**src/rtl/fnd_scan_driver.sv**
```systemverilog
// fnd_scan_driver: time-multiplexed 4-digit common-anode 7-segment driver.
// A divider produces one tick per digit slot, the tick rotates the digit
// index, and the input value is snapshotted once per full frame so a
// counter update never tears a displayed frame. Outputs are registered.
// Optional feature macro: FND_LEADING_ZERO_BLANK_EN blanks leading zero
// digits (digit 0 is always shown).
module fnd_scan_driver #(
    parameter int SCAN_DIV = 100000,
    parameter int DIV_W    = 17
) (
    input  logic        clk,
    input  logic        reset_p,
    input  logic        enable,
    input  logic [15:0] value,
    input  logic [3:0]  dp_mask,
    output logic [3:0]  com,
    output logic [7:0]  seg_7
);

    localparam logic [DIV_W-1:0] DIV_LAST = DIV_W'(SCAN_DIV - 1);

    logic [DIV_W-1:0] div_cnt_r;
    logic [1:0]       idx_r;
    logic [15:0]      snap_r;
    logic [3:0]       snap_dp_r;
    logic [3:0]       com_r;
    logic [7:0]       seg_r;
    logic             tick_s;
    logic [3:0]       nib_s;
    logic [6:0]       glyph_s;
    logic             blank_s;

    // Active-low glyph for one hex nibble, segment a in bit 0.
    function automatic logic [6:0] hex_glyph(input logic [3:0] n);
        logic [6:0] g;
        case (n)
            4'h0:    g = 7'h40;
            4'h1:    g = 7'h79;
            4'h2:    g = 7'h24;
            4'h3:    g = 7'h30;
            4'h4:    g = 7'h19;
            4'h5:    g = 7'h12;
            4'h6:    g = 7'h02;
            4'h7:    g = 7'h78;
            4'h8:    g = 7'h00;
            4'h9:    g = 7'h10;
            4'hA:    g = 7'h08;
            4'hB:    g = 7'h03;
            4'hC:    g = 7'h46;
            4'hD:    g = 7'h21;
            4'hE:    g = 7'h06;
            4'hF:    g = 7'h0E;
            default: g = 7'h7F;
        endcase
        return g;
    endfunction

    // Active-low strobe with only the selected digit pulled low.
    function automatic logic [3:0] one_cold(input logic [1:0] i);
        logic [3:0] c;
        case (i)
            2'd0:    c = 4'b1110;
            2'd1:    c = 4'b1101;
            2'd2:    c = 4'b1011;
            2'd3:    c = 4'b0111;
            default: c = 4'b1111;
        endcase
        return c;
    endfunction

`ifdef FND_LEADING_ZERO_BLANK_EN
    // A digit is a leading zero when it and every higher nibble are zero.
    function automatic logic lead_zero(input logic [15:0] s, input logic [1:0] i);
        logic z;
        case (i)
            2'd3:    z = (s[15:12] == 4'h0);
            2'd2:    z = (s[15:8] == 8'h00);
            2'd1:    z = (s[15:4] == 12'h000);
            default: z = 1'b0;
        endcase
        return z;
    endfunction
`endif

    // Slot boundary: last cycle of the current digit slot.
    always_comb begin
        tick_s = (div_cnt_r == DIV_LAST);
    end

    // Select the snapshot nibble for the current digit and form its glyph.
    always_comb begin
        nib_s = 4'h0;
        case (idx_r)
            2'd0:    nib_s = snap_r[3:0];
            2'd1:    nib_s = snap_r[7:4];
            2'd2:    nib_s = snap_r[11:8];
            2'd3:    nib_s = snap_r[15:12];
            default: nib_s = 4'h0;
        endcase
        glyph_s = hex_glyph(nib_s);
`ifdef FND_LEADING_ZERO_BLANK_EN
        blank_s = lead_zero(snap_r, idx_r);
`else
        blank_s = 1'b0;
`endif
    end

    // Scan divider: counts cycles within a digit slot, frozen while disabled.
    always_ff @(posedge clk) begin
        if (reset_p) begin
            div_cnt_r <= '0;
        end else if (enable) begin
            if (tick_s) begin
                div_cnt_r <= '0;
            end else begin
                div_cnt_r <= div_cnt_r + DIV_W'(1);
            end
        end else begin
            div_cnt_r <= div_cnt_r;
        end
    end

    // Digit index: advances one digit per slot tick, 2-bit wrap.
    always_ff @(posedge clk) begin
        if (reset_p) begin
            idx_r <= 2'd0;
        end else if (enable && tick_s) begin
            idx_r <= idx_r + 2'd1;
        end else begin
            idx_r <= idx_r;
        end
    end

    // Frame snapshot: capture value/dp_mask on the tick that wraps idx to 0.
    always_ff @(posedge clk) begin
        if (reset_p) begin
            snap_r    <= 16'h0000;
            snap_dp_r <= 4'b0000;
        end else if (enable && tick_s && (idx_r == 2'd3)) begin
            snap_r    <= value;
            snap_dp_r <= dp_mask;
        end else begin
            snap_r    <= snap_r;
            snap_dp_r <= snap_dp_r;
        end
    end

    // Output stage: strobe and segment pattern for the current digit, dark when disabled.
    always_ff @(posedge clk) begin
        if (reset_p) begin
            com_r <= 4'b1111;
            seg_r <= 8'hFF;
        end else if (enable) begin
            com_r <= one_cold(idx_r);
            seg_r <= {~snap_dp_r[idx_r], (blank_s ? 7'h7F : glyph_s)};
        end else begin
            com_r <= 4'b1111;
            seg_r <= 8'hFF;
        end
    end

    assign com   = com_r;
    assign seg_7 = seg_r;

endmodule

```
**config.mk**
```make
export PLATFORM = sky130hd
export DESIGN_NAME = fnd_scan_driver
export DESIGN_NICKNAME = d
export VERILOG_FILES = /design/src/rtl/fnd_scan_driver.sv
export SDC_FILE = /design/constraint.sdc
export NUM_CORES = 1
export LEC_CHECK = 0
export BUFFER_PORTS_ARGS = -buffer_cell sky130_fd_sc_hd__buf_2
export CAP_MARGIN = 20
export CORE_UTILIZATION = 56
export DETAILED_ROUTE_END_ITERATION = 16
export PLACE_DENSITY = 0.79
export SETUP_SLACK_MARGIN = 0.3
export SLEW_MARGIN = 30
export SYNTH_ARGS = -nofsm -noshare
export SYNTH_HDL_FRONTEND = slang
export SYNTH_SLANG_ARGS = --single-unit
```
**constraint.sdc**
```tcl
create_clock -name clk -period 3.15 [get_ports clk]
set_input_delay 0.4725 -clock clk [delete_from_list [all_inputs] [get_ports clk]]
set_output_delay 0.4725 -clock clk [all_outputs]
set_load 0.01 [all_outputs]
```
After elaboration in Yosys (flattened, before gate mapping)
Memory sizes are Yosys's and may differ from the RTL's. A register that Yosys moved wholly into a read port is not among the register bits.
Cells that the tools add are included.
Widths: inputs -> output; s select.
{"block": "op_classes", "add_sub_neg": 2, "mul": 0, "div_mod_pow": 0, "order_cmp": 1, "eq_ne": 4, "shift": 0, "n_mux": 5, "bitwise_logic": 2, "n_reduce_logical": 4}
{"op": "$pmux 4 s4", "n": 2}
{"op": "$add 17x1->17 const B", "n": 1}
{"op": "$eq 17x17->1 const B", "n": 1}
{"op": "$mux 17", "n": 1}
{"op": "$eq 2x2->1 const B", "n": 2}
{"op": "$lt 2x3->1 const B", "n": 1}
{"op": "$add 2x1->2 const B", "n": 1}
{"op": "$bmux 1 s2", "n": 1}
{"op": "$eq 2x1->1 const B", "n": 1}
{"op": "$logic_and 1x1->1", "n": 2}
{"op": "$logic_not 2->1", "n": 1}
{"op": "$not 1->1", "n": 2}
{"op": "$reduce_or 2->1", "n": 1}
{"op": "$mux 1", "n": 1}
{"block": "word_totals", "ff_bits": 51, "latchBits": 0, "ram_bits": 0, "rom_bits": 112, "inputBits": 23, "out_inout_bits": 12, "elab_cells": 25, "n_memories": 1}
{"memory": "(no name shown)", "words": 16, "word_bits": 7, "read_ports": 1, "rd_clocked_by_memory_dff": 1, "write_ports": 0, "line_no": "36", "source": "case (n)"}

Longest topological paths before layout
{"block": "depth", "depth_word": 3, "mapped_depth": 10, "depth_no_buf": 10}

Least setup slack after synthesis
No wires, ideal clock.
{"block": "synth_timing", "kind": "register to register", "startpoint": "register idx_r[0]", "endpoint": "register seg_r[3], in the netlist seg_7[3]", "setup_time_ns": 0.149, "t_arrival_ns": 2.143, "required_time_ns": 3.001, "path_slack_ns": 0.858, "path_stages_with_launch": 10, "path_buffers": 0, "period_less_slack_ns": 2.292, "path_cell_list": "dfxtp_1 inv_1 ha_1 a222oi_1 nand2_1 o21ai_0 inv_1 ha_1 a2111oi_0 a41oi_1"}
{"block": "synth_via", "elab_chain_len": 2, "word_cells_on_any_way": 5, "cone_classes": "eq/ne: 3; mux: 1; reduce/logical: 1"}
{"item": "start, declared", "line_no": "23", "source": "logic [1:0] idx_r;"}
{"item": "start signal, assigned", "line_no": "128", "source": "idx_r <= idx_r + 2'd1;"}
{"item": "start signal, assigned", "line_no": "130", "source": "idx_r <= idx_r;"}
{"item": "$eq 2x2->1 (tied with other cells)", "line_no": "93", "source": "case (idx_r)"}
{"item": "$pmux 4 s4 *", "line_no": "93"}
{"item": "end, declared", "line_no": "27", "source": "logic [7:0] seg_r;"}
Mark *: on every way between the ends. The rest lies on a longest branch, timed or not.
A chain may end at the register's enable or synchronous reset.

Worst setup path after layout
Ends and elaborated chain as after synthesis.

==> results.sh <==
export IMPL_yosys_top_cells_area="dfxtp_1 (44%), mux2i_1 (11%), nor2_1 (6.6%), ha_1 (5.9%), xor2_1 (4.5%)"
export IMPL_drc=0
export IMPL_die_w_um=66.4
export IMPL_syn_inst=237
export IMPL_post_route_util_pct=65.1
export IMPL_multi_input_area_um2=1190
export IMPL_reg2reg_depth=9
export IMPL_routed_wl_um=4150
export IMPL_avgSynthCellArea_um2=9.80
export IMPL_clock_tree_root_cell="clkbuf_8"
export IMPL_grt_pass1_wl_um=7400
export IMPL_hold_path_end="snap_r[6]$_SDFFE_PP0P_"
export IMPL_numCtsBuffers=5
export IMPL_synth_edf_count=0
export IMPL_post_cts_setup_buffers=0
export IMPL_finalHoldViolCount=0
export IMPL_dp_hpwl_um=2960
export IMPL_clk_pin_slew_ns=0.09
export IMPL_rows=23
export IMPL_post_route_min_period_ns=2.46
export IMPL_synthArstFlopShare_pct=0
export IMPL_routedWlPerCell_um=13.0
export IMPL_ios=35
export IMPL_ys_warnings_count=0
export IMPL_cp_required_ns=3.30
export IMPL_finalSetupViolations=0
export IMPL_vias_per_cell=5.40
export IMPL_power_density_nw_per_um2=449
export IMPL_grt_usage_pct=22.1
export IMPL_ir_drop_mv=0.267
export IMPL_yosysMostFrequentCell="dfxtp_1"
export IMPL_ys_ff_latch=51
export IMPL_ys_types=43
export IMPL_regArea_um2=1020
export IMPL_drv_cap=0
export IMPL_yosysTopAreaCell="dfxtp_1"
export IMPL_clk_path_buf_depth=2
export IMPL_setup_tns_ns=0
export IMPL_hold_class="input port to flip-flop"
export IMPL_n_antenna_cell=0
export IMPL_slew_viol_final=0
export IMPL_rsz0062_at_grt="false"
export IMPL_routabilityCongestion=0.868
export IMPL_postRouteAntennaNets=0
export IMPL_syn_nets=271
export IMPL_min_period_over_period_pct=78.1
export IMPL_fill_cells=335
export IMPL_status="completed"
export IMPL_grt_max_degree=28
export IMPL_drive_above_1_share_pct=21.1
export IMPL_cp_arrival_ns=2.61
export IMPL_start_util_pct=58.1
export IMPL_crit_path_start_kind="flip-flop"
export IMPL_cts_tree="yes"
export IMPL_crit_path_end_kind="flip-flop"
export IMPL_clkSinkCount=51
export IMPL_ctsResizeCount=0
export IMPL_netlist_top_cells_count="dfxtp_1 (51), nor2_1 (41), mux2i_1 (26)"
export IMPL_grt_pass1_vias=1717
export IMPL_nets=303
export IMPL_r2r_start="idx_r[0]$_SDFFE_PP0P_"
export IMPL_ctsHoldBuffers=0
export IMPL_synth_seq_area_share_pct=43.9
export IMPL_synth_area_um2=2320
export IMPL_hold_depth=3
export IMPL_syn2layout_area_growth_pct=12.1
export IMPL_first_iter_violations=203
export IMPL_power_leakage_nw=1.18
export IMPL_worstSetupPathType="flip-flop to flip-flop"
export IMPL_yosysTopAreaCellShare_pct=43.9
export IMPL_vias=1727
export IMPL_fin_skew_ns=0.0101
export IMPL_antenna_found_initial=0
export IMPL_core_um2=4000
export IMPL_fmax_ghz=0.406
export IMPL_path_max_fanout=6
export IMPL_dieArea_um2=4410
export IMPL_slew_headroom_pct=54.8
export IMPL_gr_total_overflow=0
export IMPL_synth_ff_type="dfxtp_1"
export IMPL_reg2reg_slack_ns=0.69
export IMPL_cts_max_level=2
export IMPL_dr_pass1_iters=6
export IMPL_tightest_slew_ns=0.671
export IMPL_portBuffers=34
export IMPL_clkLatencyLatePin_ns=0.30
export IMPL_die_height_um=66.4
export IMPL_r2r_end="seg_7[3]$_SDFF_PP1_"
export IMPL_holdCritStartpoint="value[6]"
[cells in the final DEF, fill, tap and decap left out, types with 2 or more instances in the layout]
cell	netlist	layout
nor2_1	41	41
buf_2	0	34
nor3_1	3	3
clkbuf_8	0	6
nand4_1	4	4
inv_1	7	7
o21ai_0	4	3
mux2i_1	26	26
and3_2	2	2
nand3_1	7	7
nor2_2	3	3
xor2_1	12	12
a21oi_1	4	4
ha_1	11	11
dfxtp_1	51	51
mux2_2	2	2
nand2_1	17	17
a221o_1	2	2
xnor2_1	4	4
and4_1	4	4
a222oi_1	4	4
[report_power, final]
group          internal (mW)  switching [mW]  total (mW)  leakage (nW)
sequential             0.651         0.00251       0.653         0.413
combinational         0.0189          0.0236      0.0425         0.709
clock                  0.261           0.212       0.473        0.0618
total                  0.931           0.238        1.17          1.18
[how the worst max path moves through the flow]
| stage | startpoint | end | slack [ns] | cells past startpoint |
|---|---|---|---|---|
| after floorplan | idx_r[0]$_SDFFE_PP0P_ | seg_7[3]$_SDFF_PP1_ | 0.86 | 9 |
| after global placement | idx_r[0]$_SDFFE_PP0P_ | seg_7[3]$_SDFF_PP1_ | 0.69 | 9 |
| after detailed placement | idx_r[0]$_SDFFE_PP0P_ | seg_7[3]$_SDFF_PP1_ | 0.52 | 8 |
| after CTS | idx_r[0]$_SDFFE_PP0P_ | seg_7[3]$_SDFF_PP1_ | 0.51 | 8 |
| after global routing | idx_r[0]$_SDFFE_PP0P_ | seg_7[3]$_SDFF_PP1_ | 0.39 | 9 |
| final | idx_r[0]$_SDFFE_PP0P_ | seg_7[3]$_SDFF_PP1_ | 0.69 | 9 |
[state kept, by name, indices dropped and copies added (netlist names)]
| register | count |
|---|---|
| com | 4 |
| div_cnt_r | 17 |
| idx_r | 2 |
| seg_7 | 8 |
| snap_dp_r | 4 |
| snap_r | 16 |
[critical path, cell delays in order (launching register included)]
cell and delay, ns:
dfxtp_1 0.46, inv_1 0.10, ha_1 0.27, a222oi_1 0.35
nand2_1 0.08, o21ai_0 0.26, ha_1 0.27, nor2_1 0.05
a2111oi_0 0.39, a41oi_1 0.07
[final cells by class]
cell class / instances / area share, %
multi-input combinational: 168 / 45.8
sequential: 51 / 39.2
tap: 50 / 2.40
inverter: 8 / 1.15
timing repair buffer: 35 / 6.82
clock inverter: 2 / 1.49
clock buffer: 6 / 3.17
[through the flow]
stage               hold slack [ns]  cell area (um2)  setup slack [ns]  power, mW  std cells
finish                        0.392             2610             0.689       1.17        320
global route                  0.392             2610             0.394       1.21        320
CTS                           0.387             2600             0.507       1.18        320
detailed placement            0.474             2480             0.522      0.711        312
global placement              0.465             2480             0.694      0.711        312
floorplan                     0.448             2320             0.858      0.693        237
[metal layers]
layer | wire length (um) | GRT usage, % | part of all wire, %
met1 | 1860 | 25.7 | 45
met2 | 2060 | 38.8 | 50
met3 | 174 | 5.69 | 4.2
met4 | 56 | 7.98 | 1.3
met5 | 0 | 0 | 0
[kinds of logic (layout without fill, tap and decap cells)]
family                     count (synthesis)  count (layout)  synth area share (%)
and+or+nand+nor                           93              93                  20.0
DFF                                       51              51                  43.9
muxes                                     29              29                  13.1
AOI/OAI and AO/OA                         19              19                  6.09
buffers and inverters                     18              51                  4.90
xor gates and xnor gates                  16              16                  6.03
adders and majority gates                 11              11                  5.92
Note: power is estimated with default switching activity, not from simulation.
